[src/rtl/adder_rr_arbiter_pkg.sv]
`default_nettype none
// ============================================================================
// Module   : adder_rr_arbiter_pkg
// Brief    : Shared helpers and widths for the shared-adder round-robin block.
// Revision : 1.0 - initial release
// ============================================================================
package adder_rr_arbiter_pkg;

  // Requester-ID width: ceil(log2(r)), never less than one bit so that the
  // single-requester build still has a legal rsp_id port.
  function automatic int idw_of(input int r);
    return (r <= 1) ? 1 : $clog2(r);
  endfunction

  // Response record widths; the record is ordered {id, cout, sum}.
  function automatic int rsp_width(input int n, input int idw);
    return idw + 1 + n;
  endfunction

  // Default build geometry.
  localparam int DEF_N   = 4;
  localparam int DEF_R   = 4;
  localparam int DEF_IDW = idw_of(DEF_R);

endpackage : adder_rr_arbiter_pkg
`default_nettype wire

[src/rtl/Fast_Adder.sv]
`default_nettype none
// ============================================================================
// Module   : Fast_Adder
// Brief    : Combinational N-bit carry-look-ahead adder, {cout,sum}=a+b+cin.
// Revision : 1.0 - initial release
// ============================================================================
module Fast_Adder #(
  parameter int N = 4
) (
  input  logic [N-1:0] a,
  input  logic [N-1:0] b,
  input  logic         cin,
  output logic [N-1:0] sum,
  output logic         cout
);

  logic [N-1:0] gen;
  logic [N-1:0] prop;
  logic [N:0]   carry;

  // Each carry is expanded as a flat sum of generate terms gated by the
  // propagate chain above them, so no carry waits on the previous one.
  always_comb begin
    logic term;
    logic pp;
    gen      = a & b;
    prop     = a ^ b;
    carry    = '0;
    carry[0] = cin;
    term     = 1'b0;
    pp       = 1'b1;
    for (int i = 0; i < N; i++) begin
      term = 1'b0;
      pp   = 1'b1;
      for (int j = i; j >= 0; j--) begin
        term = term | (gen[j] & pp);
        pp   = pp & prop[j];
      end
      carry[i+1] = term | (cin & pp);
    end
  end

  assign sum  = prop ^ carry[N-1:0];
  assign cout = carry[N];

endmodule : Fast_Adder
`default_nettype wire

[src/rtl/adder_rr_arbiter_rr_pick.sv]
`default_nettype none
// ============================================================================
// Module   : adder_rr_arbiter_rr_pick
// Brief    : Combinational round-robin picker; first set req bit at or above
//            ptr, wrapping from R-1 back to 0.
// Revision : 1.0 - initial release
// ============================================================================
module adder_rr_arbiter_rr_pick #(
  parameter int R   = 4,
  parameter int IDW = 2
) (
  input  logic [R-1:0]   req,
  input  logic [IDW-1:0] ptr,
  output logic [R-1:0]   grant,
  output logic [IDW-1:0] idx,
  output logic           any
);

  // Walk R positions starting at ptr; the first requesting one wins.
  // Wrapping is done by subtraction so R need not be a power of two.
  always_comb begin
    int k;
    grant = '0;
    idx   = '0;
    any   = 1'b0;
    k     = 0;
    for (int i = 0; i < R; i++) begin
      k = int'(ptr) + i;
      if (k >= R) k = k - R;
      if (!any && req[k]) begin
        any      = 1'b1;
        grant[k] = 1'b1;
        idx      = IDW'(k);
      end
    end
  end

endmodule : adder_rr_arbiter_rr_pick
`default_nettype wire

[src/rtl/adder_rr_arbiter.sv]
`default_nettype none
// ============================================================================
// Module   : adder_rr_arbiter
// Brief    : R requesters share one N-bit carry-look-ahead adder through a
//            round-robin arbiter; results land in a registered, ID-tagged
//            response stage with full back-pressure.
// Revision : 1.0 - initial release
// ============================================================================
module adder_rr_arbiter
  import adder_rr_arbiter_pkg::*;
#(
  parameter int N = DEF_N,
  parameter int R = DEF_R,
  localparam int IDW = idw_of(R)
) (
  input  logic           clk,
  input  logic           rst,
  input  logic [R-1:0]   req_valid,
  output logic [R-1:0]   req_ready,
  input  logic [R*N-1:0] req_a,
  input  logic [R*N-1:0] req_b,
  input  logic [R-1:0]   req_cin,
  output logic           rsp_valid,
  input  logic           rsp_ready,
  output logic [IDW-1:0] rsp_id,
  output logic [N-1:0]   rsp_sum,
  output logic           rsp_cout
);

  localparam logic [IDW-1:0] LAST_ID = IDW'(R - 1);

  typedef struct packed {
    logic [IDW-1:0] id;
    logic           cout;
    logic [N-1:0]   sum;
  } rsp_t;

  rsp_t           rsp_q;
  logic           rsp_valid_q;
  logic [IDW-1:0] ptr;

  logic [R-1:0]   grant;
  logic [IDW-1:0] g;
  logic           any;
  logic           can_load;
  logic           accept;
  logic [N-1:0]   op_a;
  logic [N-1:0]   op_b;
  logic           op_cin;
  logic [N-1:0]   add_sum;
  logic           add_cout;
  logic [IDW-1:0] ptr_next;

  adder_rr_arbiter_rr_pick #(
    .R   (R),
    .IDW (IDW)
  ) u_pick (
    .req   (req_valid),
    .ptr   (ptr),
    .grant (grant),
    .idx   (g),
    .any   (any)
  );

  // The response slot can take a new result when empty or being drained now.
  assign can_load  = !rsp_valid_q || rsp_ready;
  assign accept    = !rst && can_load && any;
  assign req_ready = accept ? grant : '0;

  // Operand mux steered by the winning index feeds the single adder.
  assign op_a   = req_a[int'(g)*N +: N];
  assign op_b   = req_b[int'(g)*N +: N];
  assign op_cin = req_cin[g];

  Fast_Adder #(
    .N (N)
  ) u_adder (
    .a    (op_a),
    .b    (op_b),
    .cin  (op_cin),
    .sum  (add_sum),
    .cout (add_cout)
  );

  // Priority moves to the requester just after the winner.
  assign ptr_next = (g == LAST_ID) ? '0 : g + IDW'(1);

  // Response register and priority pointer; a drain without a new accept
  // clears only the valid flag so the data fields keep their last values.
  always_ff @(posedge clk) begin
    if (rst) begin
      rsp_valid_q <= 1'b0;
      rsp_q       <= '0;
      ptr         <= '0;
    end else if (accept) begin
      rsp_valid_q <= 1'b1;
      rsp_q.id    <= g;
      rsp_q.cout  <= add_cout;
      rsp_q.sum   <= add_sum;
      ptr         <= ptr_next;
    end else if (rsp_valid_q && rsp_ready) begin
      rsp_valid_q <= 1'b0;
    end
  end

  assign rsp_valid = rsp_valid_q;
  assign rsp_id    = rsp_q.id;
  assign rsp_cout  = rsp_q.cout;
  assign rsp_sum   = rsp_q.sum;

endmodule : adder_rr_arbiter
`default_nettype wire

[config.mk]
export PLATFORM = sky130hd
export DESIGN_NAME = adder_rr_arbiter
export DESIGN_NICKNAME = d
export VERILOG_FILES = /design/src/rtl/adder_rr_arbiter_pkg.sv /design/src/rtl/Fast_Adder.sv /design/src/rtl/adder_rr_arbiter_rr_pick.sv /design/src/rtl/adder_rr_arbiter.sv
export SDC_FILE = /design/constraint.sdc
export NUM_CORES = 1
export LEC_CHECK = 0
export CORE_UTILIZATION = 47
export DETAILED_ROUTE_END_ITERATION = 7
export GPL_ROUTABILITY_DRIVEN = 0
export GPL_TIMING_DRIVEN = 0
export PLACE_DENSITY = 0.95
export SYNTH_ARGS = -nofsm -noshare
export SYNTH_HDL_FRONTEND = slang
export SYNTH_SLANG_ARGS = --single-unit
[constraint.sdc]
create_clock -name clk -period 6.5 [get_ports clk]
set_input_delay 0.65 -clock clk [delete_from_list [all_inputs] [get_ports clk]]
set_output_delay 0.65 -clock clk [all_outputs]
set_load 0.005 [all_outputs]
* Yosys cells after proc, flatten, opt, wreduce, memory -nomap -nowiden
Cells that the tools add are included.
Cells by class: magnitude comparators 13, bitwise logic cells 32, add/sub/neg operators 8, reductions and logical operators 17, equality and inequality tests 1, mux-type cells 42, shifts and indexed selects 2
Operators with widths (count):
- 32-bit by 1-bit >= comparator with 1-bit output, second input constant | 4
- 32-bit by 4-bit < comparator with 1-bit output, second input constant | 4
- 32-bit 2-to-1 mux | 4
- 32-bit by 4-bit >= comparator with 1-bit output, second input constant | 3
- 32-bit by 4-bit subtractor with 32-bit output, second input constant | 3
- 16-bit by 5-bit indexed part select with 4-bit output | 2
- 4-bit 2-to-1 mux | 5
- 1-bit 2-to-1 mux | 19
- 1-bit bitwise AND | 16
- 4-bit bitwise OR | 3
- 1-bit binary-select mux with 2-bit select | 5
- 1-bit logical AND | 10
- 2-bit 2-to-1 mux | 5
- 1-bit bitwise OR | 10
- 1-bit demux with 2-bit select | 4
- 4-bit XOR | 2
- 2-bit by 2-bit adder with 3-bit output, second input constant | 2
- 1-bit logical NOT | 5
- 4-bit bitwise AND | 1
- 2-bit by 3-bit subtractor with 4-bit output, second input constant | 1
- 2-bit by 1-bit adder with 3-bit output, second input constant | 1
- 2-bit by 3-bit >= comparator with 1-bit output, second input constant | 1
- 2-bit by 3-bit < comparator with 1-bit output, second input constant | 1
- 2-bit by 1-bit adder with 2-bit output, second input constant | 1
- other kinds (3) | 3
Word-level totals: word-level logic and storage cells 120, output and inout bits 12, input bits 43, flip-flop bits (word level) 10

* Depth between registers and ports, before layout
Gate-level depths: netlist (run 1).
depth in word-level cells 22, gate-level depth with buffers 18, mapped depth without buffers 15

* Modules after synthesis
A second synthesis (run 1) with hierarchy kept.
Unflattened totals: cell total of the unflattened synthesis 117, area total of the unflattened synthesis 1305.0 um^2
By module, submodules not included:
- adder_rr_arbiter | instances 1, cells an instance 52, area each 696.9 um^2, sequential area each 200.2 um^2
- adder_rr_arbiter_rr_pick | instances 1, cells an instance 48, area each 460.4 um^2, sequential area each 0.0 um^2
- Fast_Adder | instances 1, cells an instance 17, area each 147.6 um^2, sequential area each 0.0 um^2

* Worst setup path after synthesis (run 1)
Ideal clock, no wire load.
kind flip-flop to flip-flop, start register ptr[1], end register rsp_q (netlist bit rsp_sum[3]), path slack 2449 ps, period minus slack after synthesis 4051 ps, buffers on the path 3, arrival time 3922 ps, cell stages (with the launch flop) 17, path through dfxtp_1 -> clkbuf_1 -> inv_1 -> ha_1 -> mux4_2 -> nor2b_1 -> nor2_1 -> o21bai_1 -> buf_2 -> buf_4 -> mux2i_1 -> a21oi_1 -> ha_1 -> a21o_1 -> a2111o_1 -> o2111ai_1 -> o221ai_2
Between the ends: longest elaborated chain between the ends 22, elaborated cells on any way between the ends 57
RTL lines:
- from (decl) | line adder_rr_arbiter.sv:40 | logic [IDW-1:0] ptr;
- from (signal assigned) | line adder_rr_arbiter.sv:100 | ptr <= ptr_next;
- branches (longest 22 deep; another with 32-bit by 4-bit subtractor with 32-bit output)
- to (decl) | line adder_rr_arbiter.sv:38 | rsp_t rsp_q;
Parallel ways; which one is timed is not known. The select of a mux whose other input is x is not followed. A chain may end at the register's enable or synchronous reset.

* Worst setup path after layout (run 1)
Ends and elaborated chain as after synthesis.

==> impl_metrics.json, run 1 <==
{
  "synth_flop_cell": "dfxtp_1",
  "crit_arrival_ns": 4.79,
  "synth_edf_count": 0,
  "ant_nets": 0,
  "cts_num_sinks": 10,
  "hold_path.class": "flop to flop",
  "ys_types": 52,
  "reg2reg_slack_ns": 1.85,
  "p_sw_uw": 601.9,
  "vias": 1642,
  "wire_per_inst_um": 14.79,
  "cts_setup_buffers": 0,
  "io_pins": 55,
  "dp_hpwl_um": 3187,
  "cap_violations": 0,
  "drv_slew": 0,
  "crit_path_max_fanout": 10,
  "ys_top_cells_by_count": "nor2_1 (28), a21oi_1 (15), nand2_1 (12), mux2i_1 (11), dfxtp_1 (10)",
  "fin_crit_sh_pct": 71.51,
  "n_fill_cell": 203,
  "setup_tns_ns": 0,
  "worstSetupPathType": "flop to flop",
  "synthCells": 186,
  "synth_area_per_cell_um2": 7.924,
  "final_area_mm2": 0.002090,
  "min_period_ns": 4.648,
  "async_reset_ff_share_pct": 0,
  "ir_drop_v": 0.0004025,
  "worstSetupStartpointType": "flop",
  "yosysSeqAreaShare_pct": 13.58,
  "cts_tree": "built",
  "fmax_mhz": 215.1,
  "failed_checks": "DRC",
  "end_kind": "flop",
  "status": "complete, but fails checks",
  "yosysWarnings": 0,
  "routed_wl_um": 4066,
  "final_hold_viol_count": 0,
  "drt_iter0_drc": 57,
  "synth_area_leader_cell": "dfxtp_1",
  "clockBufferDepth": 2,
  "seqPwrFrac_pct": 8.3,
  "holdBufCountCts": 0,
  "grt_max_degree": 11,
  "ys_ff_latch": 10,
  "whs_ns": 0.4624,
  "overflow": 0,
  "cts_root_buf": "clkbuf_4",
  "drive_gt1_share_pct": 11.07,
  "post_cts_resize_count": 0,
  "die_w_um": 58,
  "port_buffers": 54,
  "rsz0062_at_grt": "no",
  "syn2layout_area_growth_pct": 41.77,
  "yosys-top-cells-area": "dfxtp_1 (14%), mux2i_1 (7.5%), nor2_1 (7.1%)",
  "p_comb_share_pct": 87.1,
  "setup_violations": 0,
  "powerDensity_mw_per_mm2": 577.5,
  "swShare_pct": 49.88,
  "internal_power_uw": 604.7,
  "finalNonFillerCells": 275,
  "path_clk_slew_ns": 0.06,
  "p_leak_uw": 0.0007939,
  "initial_core_util_pct": 51.67,
  "netlist.area_leader.share_pct": 13.58,
  "diodes": 0,
  "tightest_slew_ns": 0.6725,
  "grt_pass1_vias": 1580,
  "power.clock.fraction_pct": 4.6,
  "dieArea_mm2": 0.003364,
  "grt_usage_pct": 24.96,
  "synth_most_common_cell": "nor2_1",
  "syn_nets": 238,
  "place_inst": 271,
  "slew_headroom_pct": 55.07,
  "synth_area_mm2": 0.001474,
  "cts_buffers": 3,
  "nets": 297,
  "htreeDepth": 1,
  "insertion_delay_ns": 0.26,
  "drt_first_pass_iters": 6,
  "rows": 19,
  "placeableCoreArea_mm2": 0.002853,
  "avgViaCountPerCell": 5.971,
  "antenna_found_initial": 0,
  "cp.required_ns": 6.65,
  "drc": 3,
  "place_area_mm2": 0.002053,
  "grt_pass1_wl_um": 6741,
  "skew_ns": 0.0006318,
  "die_y_um": 58
}
[final timing paths]
| path | depth (start not counted) | from | to |
|---|---|---|---|
| setup / recovery | 16 | ptr[1] | rsp_sum[3] |
| hold / removal | 2 | rsp_sum[0] | rsp_sum[0] |
| setup reg to reg | 16 | ptr[1] | rsp_sum[3] |
| hold reg to reg | 2 | rsp_sum[0] | rsp_sum[0] |
[cells by family (layout without fill, tap and decap cells)]
group           Yosys count  after routing  synth area share [%]
flops                    10             10                 13.58
compound gates           53             53                 28.01
simple gates             72             72                 25.04
fa+ha+maj                 9              9                 8.150
buf+inv                  18             76                 5.857
xor+xnor                  2              2                 1.189
mux                      22             22                 18.17
[cell usage in the layout, fill, tap and decap left out, drive strengths merged, types with 3 or more instances in the layout]
cell type,n
a221oi,4
nor2b,5
ha,8
a22oi,5
clkdlybuf4s50,54
a21oi,15
or3,3
clkbuf,10
nand3,5
nor3,7
mux2i,11
a211oi,4
buf,8
dfxtp,10
mux4,3
nand3b,3
mux2,8
nor2,28
o21ai,3
o211ai,5
nand2,12
inv,4
[power by group through the flow]
stage	logic (µW)	registers, µW	clock network, µW
after floorplan	800	101	0
after global placement	1020	101	0
after detailed placement	1040	101	0
after CTS	1040	100	58.3
after global routing	1160	102	59.5
final	1050	100	55.3
[registers in the layout, summed over array words and instances, names as in the netlist]
signal     flops
ptr            2
rsp_cout       1
rsp_id         2
rsp_sum        4
rsp_valid      1
[critical path, cell delays in order, from the launching register on]
cell and delay, ns:
dfxtp_1 0.35, clkbuf_1 0.37, inv_1 0.12, ha_1 0.37, mux4_2 0.62, nor2b_1 0.37
nor2_1 0.12, o21bai_1 0.13, buf_2 0.24, buf_4 0.26, mux2i_1 0.20, a21oi_1 0.08
ha_1 0.34, a21o_1 0.24, a2111o_1 0.45, o2111ai_1 0.14, o221ai_2 0.12
[stage by stage]
| stage | total power [µW] | utilization, % | worst slack, ns |
|---|---|---|---|
| after CTS | 1202 | 73.25 | 1.884 |
| after global placement | 1118 | 71.97 | 1.863 |
| after floorplan | 901.8 | - | 2.450 |
| final | 1207 | 73.25 | 1.852 |
| after global routing | 1327 | 73.25 | 1.550 |
| after detailed placement | 1138 | 71.97 | 1.833 |
[area by class of cell]
type                       instances  area (µm²)  share of cell area, %
multi-input combinational        158        1187                  56.83
timing repair buffer              54       540.5                  25.87
sequential                        10       200.2                  9.581
buffer                            14       71.32                  3.413
tap                               31       38.79                  1.856
clock buffer                       4       36.28                  1.737
inverter                           4       15.01                 0.7186
[routing by layer]
metal  part of all wire (%)  up-vias  wire length [µm]  GRT usage (%)
li1                       -      814                 -              -
met1                     46      764              1865          31.72
met2                     47       60              1913          43.84
met3                    6.4        4               261          2.679
met4                   0.59        0                24          8.503
met5                      0        -                 0              0
Note: power is estimated with default switching activity, not from simulation.
==> run 2, diff against run 1 <==
Settings changed: CORE_UTILIZATION 47 to 41, PLACE_DENSITY 0.95 to 0.89.
Clock period 6.5 ns to 4 ns, I/O delays scaled along.
==> run 2 against run 1 <==
Against the previous run:
- final cell count is 9.8% higher
- flip-flop and latch count stayed put
- register-to-register slack worse by 1.9 ns
- the flow finishes with violations (setup timing)
==> impl_metrics.json, run 2 (synthesis results as in run 1) <==
{
  "n_fill_cell": 267,
  "cts_num_sinks": 10,
  "nets": 310,
  "insertion_delay_ns": 0.26,
  "grt_usage_pct": 23.13,
  "failed_checks": "setup timing",
  "clockBufferDepth": 2,
  "slew_headroom_pct": 52.32,
  "slowest_stage": "a2111o_1",
  "crit_arrival_ns": 4.14,
  "cp.required_ns": 4.13,
  "ir_drop_v": 0.0005447,
  "diodes": 0,
  "drc": 0,
  "cts_buffers": 3,
  "post-place-ws_ns": -0.4843,
  "drt_first_pass_iters": 4,
  "wire_per_inst_um": 15.46,
  "tightest_slew_ns": 0.7098,
  "antenna_found_initial": 0,
  "reg2reg_depth": 16,
  "dieArea_mm2": 0.003838,
  "final_hold_viol_count": 0,
  "die_y_um": 61.96,
  "initial_core_util_pct": 43.48,
  "drive_gt1_share_pct": 21.88,
  "rows": 21,
  "drv_slew": 0,
  "ant_nets": 0,
  "regArea_um2": 202.7,
  "htreeDepth": 1,
  "end_kind": "flop",
  "routed_wl_um": 4668,
  "fmax_mhz": 249.7,
  "slowest_delay_ns": 0.42,
  "hold_path.class": "flop to flop",
  "holdBufCountCts": 0,
  "skew_ns": 0.001555,
  "dp_hpwl_um": 3312,
  "crit_path_max_fanout": 10,
  "status": "complete, but fails checks",
  "worstSetupStartpointType": "flop",
  "multiInputGateArea_mm2": 0.001247,
  "avgViaCountPerCell": 5.675,
  "worstSetupPathType": "flop to flop",
  "grt_pass1_vias": 1530,
  "port_buffers": 54,
  "crit_chain": "buf_8, inv_8, ha_4, buf_4, buf_6, or3b_4, a2111oi_4, nor3_2, a21boi_4, buf_2, a21oi_1, ha_1, a21o_1, a2111o_1, o211ai_1, a22oi_1",
  "setup_tns_ns": -0.004370,
  "reg2reg_slack_ns": -0.004,
  "cts_root_buf": "clkbuf_4",
  "final_cell_mix": "clkdlybuf4s50_1 (54), nor2_1 (26), buf_4 (15), a21oi_1 (14), nand2_1 (12)",
  "drt_iter0_drc": 177,
  "fin_crit_sh_pct": 100.1,
  "rsz0062_at_grt": "yes",
  "overflow": 0,
  "die_w_um": 61.96,
  "grt_pass1_wl_um": 6713,
  "final_util_pct": 67.74,
  "fin_ws_ns": -0.004370,
  "vias": 1714,
  "cp-endpoint": "rsp_cout",
  "io_pins": 55,
  "min_period_ns": 4.004,
  "layout_commonest_cell": "clkdlybuf4s50_1",
  "crit_start": "ptr[0]",
  "cap_violations": 0,
  "setup_violations": 1,
  "syn2layout_area_growth_pct": 55.77,
  "p_leak_uw": 0.0008990,
  "placeableCoreArea_mm2": 0.003390,
  "path_clk_slew_ns": 0.06,
  "grt_max_degree": 11,
  "rr_startpoint": "ptr[0]",
  "powerDensity_mw_per_mm2": 1041,
  "largest_reg_flops": 4,
  "cts_tree": "built",
  "r2r_end": "rsp_cout"
}
-- run 2: changes by cell type in the layout (fill, tap and decap cells not counted), moves of 2 or more --
cell      change
buf_2         -2
nor2_1        -2
buf_4        +14
buf_8         +2
mux2_1        -2
clkbuf_1      -4
clkbuf_2      +2
dfxtp_2       +2
mux2_4        +2
dfxtp_1       -2
-- run 2: critical path, delay by kind of cell, from the launching register on --
family | cells | cell delay, ns
buf+inv | 5 | 0.77
simple gates | 2 | 0.55
flops | 1 | 0.34
compound gates | 7 | 1.67
fa+ha+maj | 2 | 0.52
-- run 2: area by class of cell --
cell class | instances | area share [%]
sequential | 10 | 8.828
buffer | 13 | 4.251
clock buffer | 3 | 0.9809
inverter | 4 | 0.9809
timing repair buffer | 68 | 28.12
multi-input combinational | 158 | 54.33
tap | 46 | 2.507
-- run 2: stage by stage --
| stage | cell area, µm² | hold WS (ns) | std cells | total power (µW) |
|---|---|---|---|---|
| 5_1_grt | 2296 | 0.5093 | 302 | 2578 |
| 4_1_cts | 2170 | 0.4803 | 293 | 2084 |
| 2_1_floorplan | 1478 | 0.4467 | 186 | 1470 |
| 6_report | 2296 | 0.4850 | 302 | 2390 |
| 3_5_place_dp | 2076 | 0.4602 | 286 | 1859 |
| 3_3_place_gp | 2076 | 0.4525 | 286 | 1818 |
-- run 2: timing repair --
item | CTS | global route
buffers inserted | 4 | 10
endpoints found under the setup margin | 4 | 3
gates resized for setup | 10 | 19
pin swaps | 2 | 7
-- run 2: worst min path at each step --
stage | to | depth (start not counted) | start | slack, ns
floorplan | rsp_id[1] | 2 | rsp_id[1] | 0.45
global placement | rsp_id[1] | 2 | rsp_id[1] | 0.45
detailed placement | rsp_sum[0] | 2 | rsp_sum[0] | 0.46
CTS | rsp_id[1] | 2 | rsp_id[1] | 0.48
global route | rsp_id[1] | 2 | rsp_id[1] | 0.51
finish | rsp_id[1] | 2 | rsp_id[1] | 0.48
-- run 2: routing by layer --
metal / vias up / part of all wire, % / global-route usage (%)
li1: 842 / - / -
met1: 812 / 44 / 29.77
met5: - / 0 / 0
met3: 7 / 3.8 / 1.449
met2: 53 / 51 / 41.49
met4: 0 / 1.2 / 6.349
-- run 2: power breakdown --
part / switching, µW / leakage (µW) / total (µW) / internal (µW)
Sequential: 25.0 / 0.0000838 / 170 / 145
Combinational: 1090 / 0.000801 / 2150 / 1070
Clock: 31.0 / 0.0000138 / 65.5 / 34.6
Total: 1140 / 0.000899 / 2390 / 1250
